**config.mk**
```make
export PLATFORM = sky130hd
export DESIGN_NAME = dma_mem_bridge
export DESIGN_NICKNAME = d
export VERILOG_FILES = /design/src/rtl/dma_bridge_pkg.sv /design/src/rtl/dma_sat_cnt.sv /design/src/rtl/dma_mem_bridge.sv
export SDC_FILE = /design/constraint.sdc
export NUM_CORES = 1
export LEC_CHECK = 0
export BUFFER_PORTS_ARGS = -buffer_cell sky130_fd_sc_hd__buf_2
export CORE_UTILIZATION = 44
export DETAILED_ROUTE_END_ITERATION = 6
export MAX_ROUTING_LAYER = met4
export PLACE_DENSITY = 0.81
export SLEW_MARGIN = 10
export SYNTH_ARGS = -nofsm -noshare
export SYNTH_HDL_FRONTEND = slang
export SYNTH_SLANG_ARGS = --single-unit
```
**constraint.sdc**
```tcl
create_clock -name mclk -period 2.1 [get_ports mclk]
set_clock_uncertainty 0.1 [all_clocks]
set_input_delay 0.105 -clock mclk [delete_from_list [all_inputs] [get_ports mclk]]
set_output_delay 0.105 -clock mclk [all_outputs]
set_load 0.01 [all_outputs]
```
**src/rtl/dma_bridge_pkg.sv**
```systemverilog
// Shared definitions for the DMA-to-memory bridge: FSM encoding, default timeout
// and the latched request record.
package dma_bridge_pkg;

  localparam logic [2:0] ST_IDLE  = 3'd0;
  localparam logic [2:0] ST_REQ   = 3'd1;
  localparam logic [2:0] ST_RDATA = 3'd2;
  localparam logic [2:0] ST_DONE  = 3'd3;
  localparam logic [2:0] ST_ERR   = 3'd4;

  localparam logic [7:0] WAIT_MAX_DEFAULT = 8'd32;

  typedef struct packed {
    logic [15:1] addr;
    logic [1:0]  we;
    logic [15:0] din;
  } dma_req_t;

  function automatic logic is_write(input logic [1:0] we);
    return we != 2'b00;
  endfunction

endpackage

```
**src/rtl/dma_sat_cnt.sv**
```systemverilog
// 8-bit up-counter that sticks at 8'hFF; clear has priority over increment.
module dma_sat_cnt (
  input  logic       clk,
  input  logic       rst_n,
  input  logic       clr,
  input  logic       inc,
  output logic [7:0] count
);

  logic [7:0] count_reg;

  always_ff @(posedge clk or negedge rst_n) begin
    if (!rst_n) begin
      count_reg <= 8'h00;
    end else if (clr) begin
      count_reg <= 8'h00;
    end else if (inc && (count_reg != 8'hFF)) begin
      count_reg <= count_reg + 8'd1;
    end
  end

  assign count = count_reg;

endmodule

```
**src/rtl/dma_mem_bridge.sv**
```systemverilog
// Bridges a single-beat DMA master onto a shared memory port that the CPU may
// hold off; gives up with an error response after WAIT_MAX ungranted cycles.
module dma_mem_bridge
  import dma_bridge_pkg::*;
#(
  parameter logic [7:0] WAIT_MAX = WAIT_MAX_DEFAULT
) (
  input  logic        mclk,
  input  logic        puc_rst_n,
  input  logic        dma_en,
  input  logic [15:1] dma_addr,
  input  logic [1:0]  dma_we,
  input  logic [15:0] dma_din,
  output logic        dma_ready,
  output logic        dma_resp,
  output logic [15:0] dma_dout,
  output logic        mem_req,
  output logic [15:1] mem_addr,
  output logic [1:0]  mem_we,
  output logic [15:0] mem_din,
  input  logic        mem_gnt,
  input  logic [15:0] mem_dout,
  output logic [7:0]  stall_cnt
);

  logic [2:0]  state_reg;
  logic [2:0]  state_next;
  dma_req_t    req_reg;
  logic [15:0] dout_reg;
  logic [7:0]  wait_cnt;

  logic in_req;
  logic accept;
  logic stall;
  logic timeout;

  assign in_req  = (state_reg == ST_REQ);
  assign accept  = (state_reg == ST_IDLE) && dma_en;
  assign stall   = in_req && !mem_gnt;
  assign timeout = stall && (wait_cnt == (WAIT_MAX - 8'd1));

  dma_sat_cnt u_wait_cnt (
    .clk   (mclk),
    .rst_n (puc_rst_n),
    .clr   (accept),
    .inc   (stall),
    .count (wait_cnt)
  );

  dma_sat_cnt u_stall_cnt (
    .clk   (mclk),
    .rst_n (puc_rst_n),
    .clr   (1'b0),
    .inc   (stall),
    .count (stall_cnt)
  );

  always_comb begin
    state_next = state_reg;
    case (state_reg)
      ST_IDLE:  if (dma_en) state_next = ST_REQ;
      ST_REQ: begin
        if (mem_gnt)      state_next = is_write(req_reg.we) ? ST_DONE : ST_RDATA;
        else if (timeout) state_next = ST_ERR;
      end
      ST_RDATA: state_next = ST_DONE;
      ST_DONE:  state_next = ST_IDLE;
      ST_ERR:   state_next = ST_IDLE;
      default:  state_next = ST_IDLE;
    endcase
  end

  always_ff @(posedge mclk or negedge puc_rst_n) begin
    if (!puc_rst_n) begin
      state_reg <= ST_IDLE;
      req_reg   <= '0;
      dout_reg  <= 16'h0000;
    end else begin
      state_reg <= state_next;
      if (accept) begin
        req_reg.addr <= dma_addr;
        req_reg.we   <= dma_we;
        req_reg.din  <= dma_din;
      end
      // Zeroing on the way into ERR makes the data already 0 while the error pulse is up.
      if (state_reg == ST_RDATA) begin
        dout_reg <= mem_dout;
      end else if (timeout) begin
        dout_reg <= 16'h0000;
      end
    end
  end

  assign mem_req   = in_req;
  assign mem_addr  = in_req ? req_reg.addr : 15'h0000;
  assign mem_we    = in_req ? req_reg.we   : 2'b00;
  assign mem_din   = in_req ? req_reg.din  : 16'h0000;
  assign dma_ready = (state_reg == ST_DONE) || (state_reg == ST_ERR);
  assign dma_resp  = (state_reg == ST_ERR);
  assign dma_dout  = dout_reg;

endmodule

```
==> flow_metrics.py <==
metrics = {
    "outcome": {
        "status": "finished, final reports clean",
    },
    "global_routing": {
        "grt_util_met2_pct": 35.63,
        "grt_max_degree": 69,
        "use_met1_pct": 26.05,
        "grt_overflow_total": 0,
        "grt_pass1_vias": 2497,
        "grt.busiest_layer": "met2",
        "grt_pass1_wl_mm": 11.67,
        "grt_antenna_before_repair": 0,
        "gr-usage-met3_pct": 4.475,
        "grt_usage_pct": 21.56,
    },
    "floorplan": {
        "die_w_um": 85.03,
        "io_pins": 113,
        "rows": 29,
        "die_area_um2": 7229,
        "fp.dieH_um": 85.03,
        "initial_utilization_pct": 46.70,
        "core_um2": 6495,
    },
    "worst_setup_path": {
        "path_common_cell": "buf_4",
        "crit_slowest_cell": "dfrtp_1",
        "end_kind": "output pin",
        "arrival_ns": 1.71,
        "required_ns": 1.89,
        "worstSetupPathType": "flop to output pin",
        "start_kind": "flop",
        "critPathBufInv": 3,
        "cp.depth": 5,
        "rr_worst_depth": 3,
        "path_max_fanout": 34,
        "path_delay_family": "buffers and inverters",
        "crit_chain": "buf_4 -> nor3b_2 -> buf_4 -> and2_1 -> buf_2",
        "crit_path_max_incr_delay_ns": 0.44,
    },
    "sta": {
        "drv_slew": 0,
        "setup_violations": 0,
        "max_freq_mhz": 520.9,
        "post-route-period-util_pct": 91.41,
        "rsz0062_at_grt": "false",
        "tns_ns": 0,
        "hold_violations": 0,
        "tightest_slew_ns": 0.6286,
        "max_slew_margin_pct": 58.05,
        "finalWorstPathRequiredPeriod_ns": 1.920,
    },
    "clock_network": {
        "clkSinkCount": 68,
        "cts_buffer_depth": 2,
        "tritoncts": "done",
        "ctsRootBufferMaster": "clkbuf_8",
        "clock_latency_ns": 0.33,
        "numCtsBuffers": 9,
        "post-cts-setup-buffers": 0,
        "clk_pin_slew_ns": 0.07,
        "cts_max_level": 3,
    },
    "cells_and_area": {
        "largest_reg_flops": 33,
        "final_util_pct": 68.58,
        "fin_area_um2": 4454,
        "fin_nets": 465,
        "num-fill-cells": 467,
        "syn_to_final_growth_pct": 46.86,
        "diodes": 0,
        "layout-drive-gt1-share_pct": 43.37,
    },
    "routing": {
        "drt_iter0_markers": 98,
        "via_per_inst": 4.965,
        "vias": 2443,
        "first_pass_iters": 4,
        "routed_wl_mm": 6.903,
        "ant_nets": 0,
        "routedWlPerCell_um": 14.03,
        "drc": 0,
    },
    "placed_design": {
        "dpl_cell_area_um2": 3725,
        "gp_congestion": 0.7502,
        "numPortBuffers": 112,
        "hpwl_mm": 4.062,
    },
    "yosys": {
        "yosys_warnings": 0,
        "yosys_register_bits": 68,
        "synthTopCellsByArea": "dfrtp_1, mux2_2, and2_1",
        "netlist.area_leader.share_pct": 56.11,
        "seq_area_frac_synth_pct": 56.11,
        "ys_top_cells_by_count": "dfrtp_1, mux2_2, and2_1",
        "post-synth-top-count-cell": "dfrtp_1",
        "synth.avg_cell_area_um2": 12.64,
        "yosysUniqueCellTypes": 40,
        "synth_edf_count": 0,
        "yosysTopAreaCell": "dfrtp_1",
        "synthFlopType": "dfrtp_1",
        "synthArstFlopShare_pct": 100.0,
        "post_synth_inst_count": 240,
        "syn_area_um2": 3033,
        "synth.net_count": 295,
    },
    "pwr": {
        "peakVddDrop_v": 0.0008588,
        "power_density_nw_per_um2": 1304,
        "p_leak_nw": 2.187,
        "power.total_mw": 5.808,
    },
    "hold_path": {
        "hold_class": "primary input to flop",
        "hold_depth": 3,
    },
    "flow_run": {
        "drv_cap": 0,
    },
}
[layout make-up]
type / count / area, µm² / area share, %
tap: 77 / 96.34 / 2.163
inverter: 3 / 11.26 / 0.2528
clock buffer: 10 / 137.6 / 3.090
sequential: 68 / 1702 / 38.20
multi-input combinational: 156 / 1259 / 28.26
clock inverter: 6 / 87.58 / 1.966
timing repair buffer: 172 / 1161 / 26.07
[worst min-delay path, cell delays in order]
cell	delay [ns]
buf_2	0.13
nand3b_1	0.11
a21oi_1	0.07
[worst paths after layout]
kind,to,startpoint,slack [ns]
setup / recovery,mem_addr[1],state_reg[1],0.18
hold / removal,state_reg[1],mem_gnt,0.04
setup reg to reg,u_wait_cnt.count[7],state_reg[1],0.19
hold reg to reg,dma_dout[10],dma_dout[10],0.40
max in group asynchronous,dma_dout[8],puc_rst_n,1.38
min in group asynchronous,u_wait_cnt.count[4],puc_rst_n,0.22
[layer usage]
metal | up-vias | part of all wire [%]
met5 | - | 0
met2 | 91 | 51
met3 | 11 | 5.3
li1 | 1189 | -
met1 | 1152 | 43
met4 | 0 | 1.3
[what timing repair did]
item / 4_1_cts / 5_1_grt
gates resized for setup: 0 / 2
endpoints found under the setup margin: 0 / 3
hold buffers: 50 / 0
endpoints found under the hold margin: 117 / 0
[logic make-up after synthesis]
group                      synth area share (%)
buffers and inverters                     2.888
adders and majority gates                0.8250
AOI/OAI and AO/OA                         8.705
xor gates and xnor gates                  2.599
DFF                                       56.11
muxes                                     12.95
and+or+nand+nor                           15.92
[power breakdown]
group          switching (mW)  internal (mW)  leakage, nW  total, mW
Combinational            1.14           1.26         1.24       2.40
Clock                   0.482          0.699        0.105       1.18
Sequential              0.348           1.88        0.839       2.22
[through the flow]
step	setup slack (ns)	instances	hold WS [ns]
global placement	0.1327	426	0.04615
floorplan	0.1384	240	-0.2906
global route	0.03897	492	0.03636
finish	0.1804	492	0.03650
CTS	0.05745	492	0.01755
detailed placement	0.06187	426	0.05502
[cell usage in the layout (no fill, tap or decap), drive strengths merged]
master       count
buf            122
a31oi            1
and2            33
o21ai            5
ha               2
nor3             4
o31ai            1
dfrtp           68
or3              1
inv              3
bufinv           2
nor3b            2
nand2            5
mux2i            1
o21bai           1
or2b             1
or4b             1
mux2            34
a2111oi          1
and3             1
nand4            3
dlygate4sd3     50
clkbuf          10
nand2b           1
or4              2
clkinv           1
nor4b            3
o21a             1
xnor2            3
nor2            11
nand3b           2
xor2             6
a22o            16
o41ai            1
clkinvlp         3
a21oi            5
nand3            7
o22a             1
Note: power is estimated with default switching activity, not from simulation.
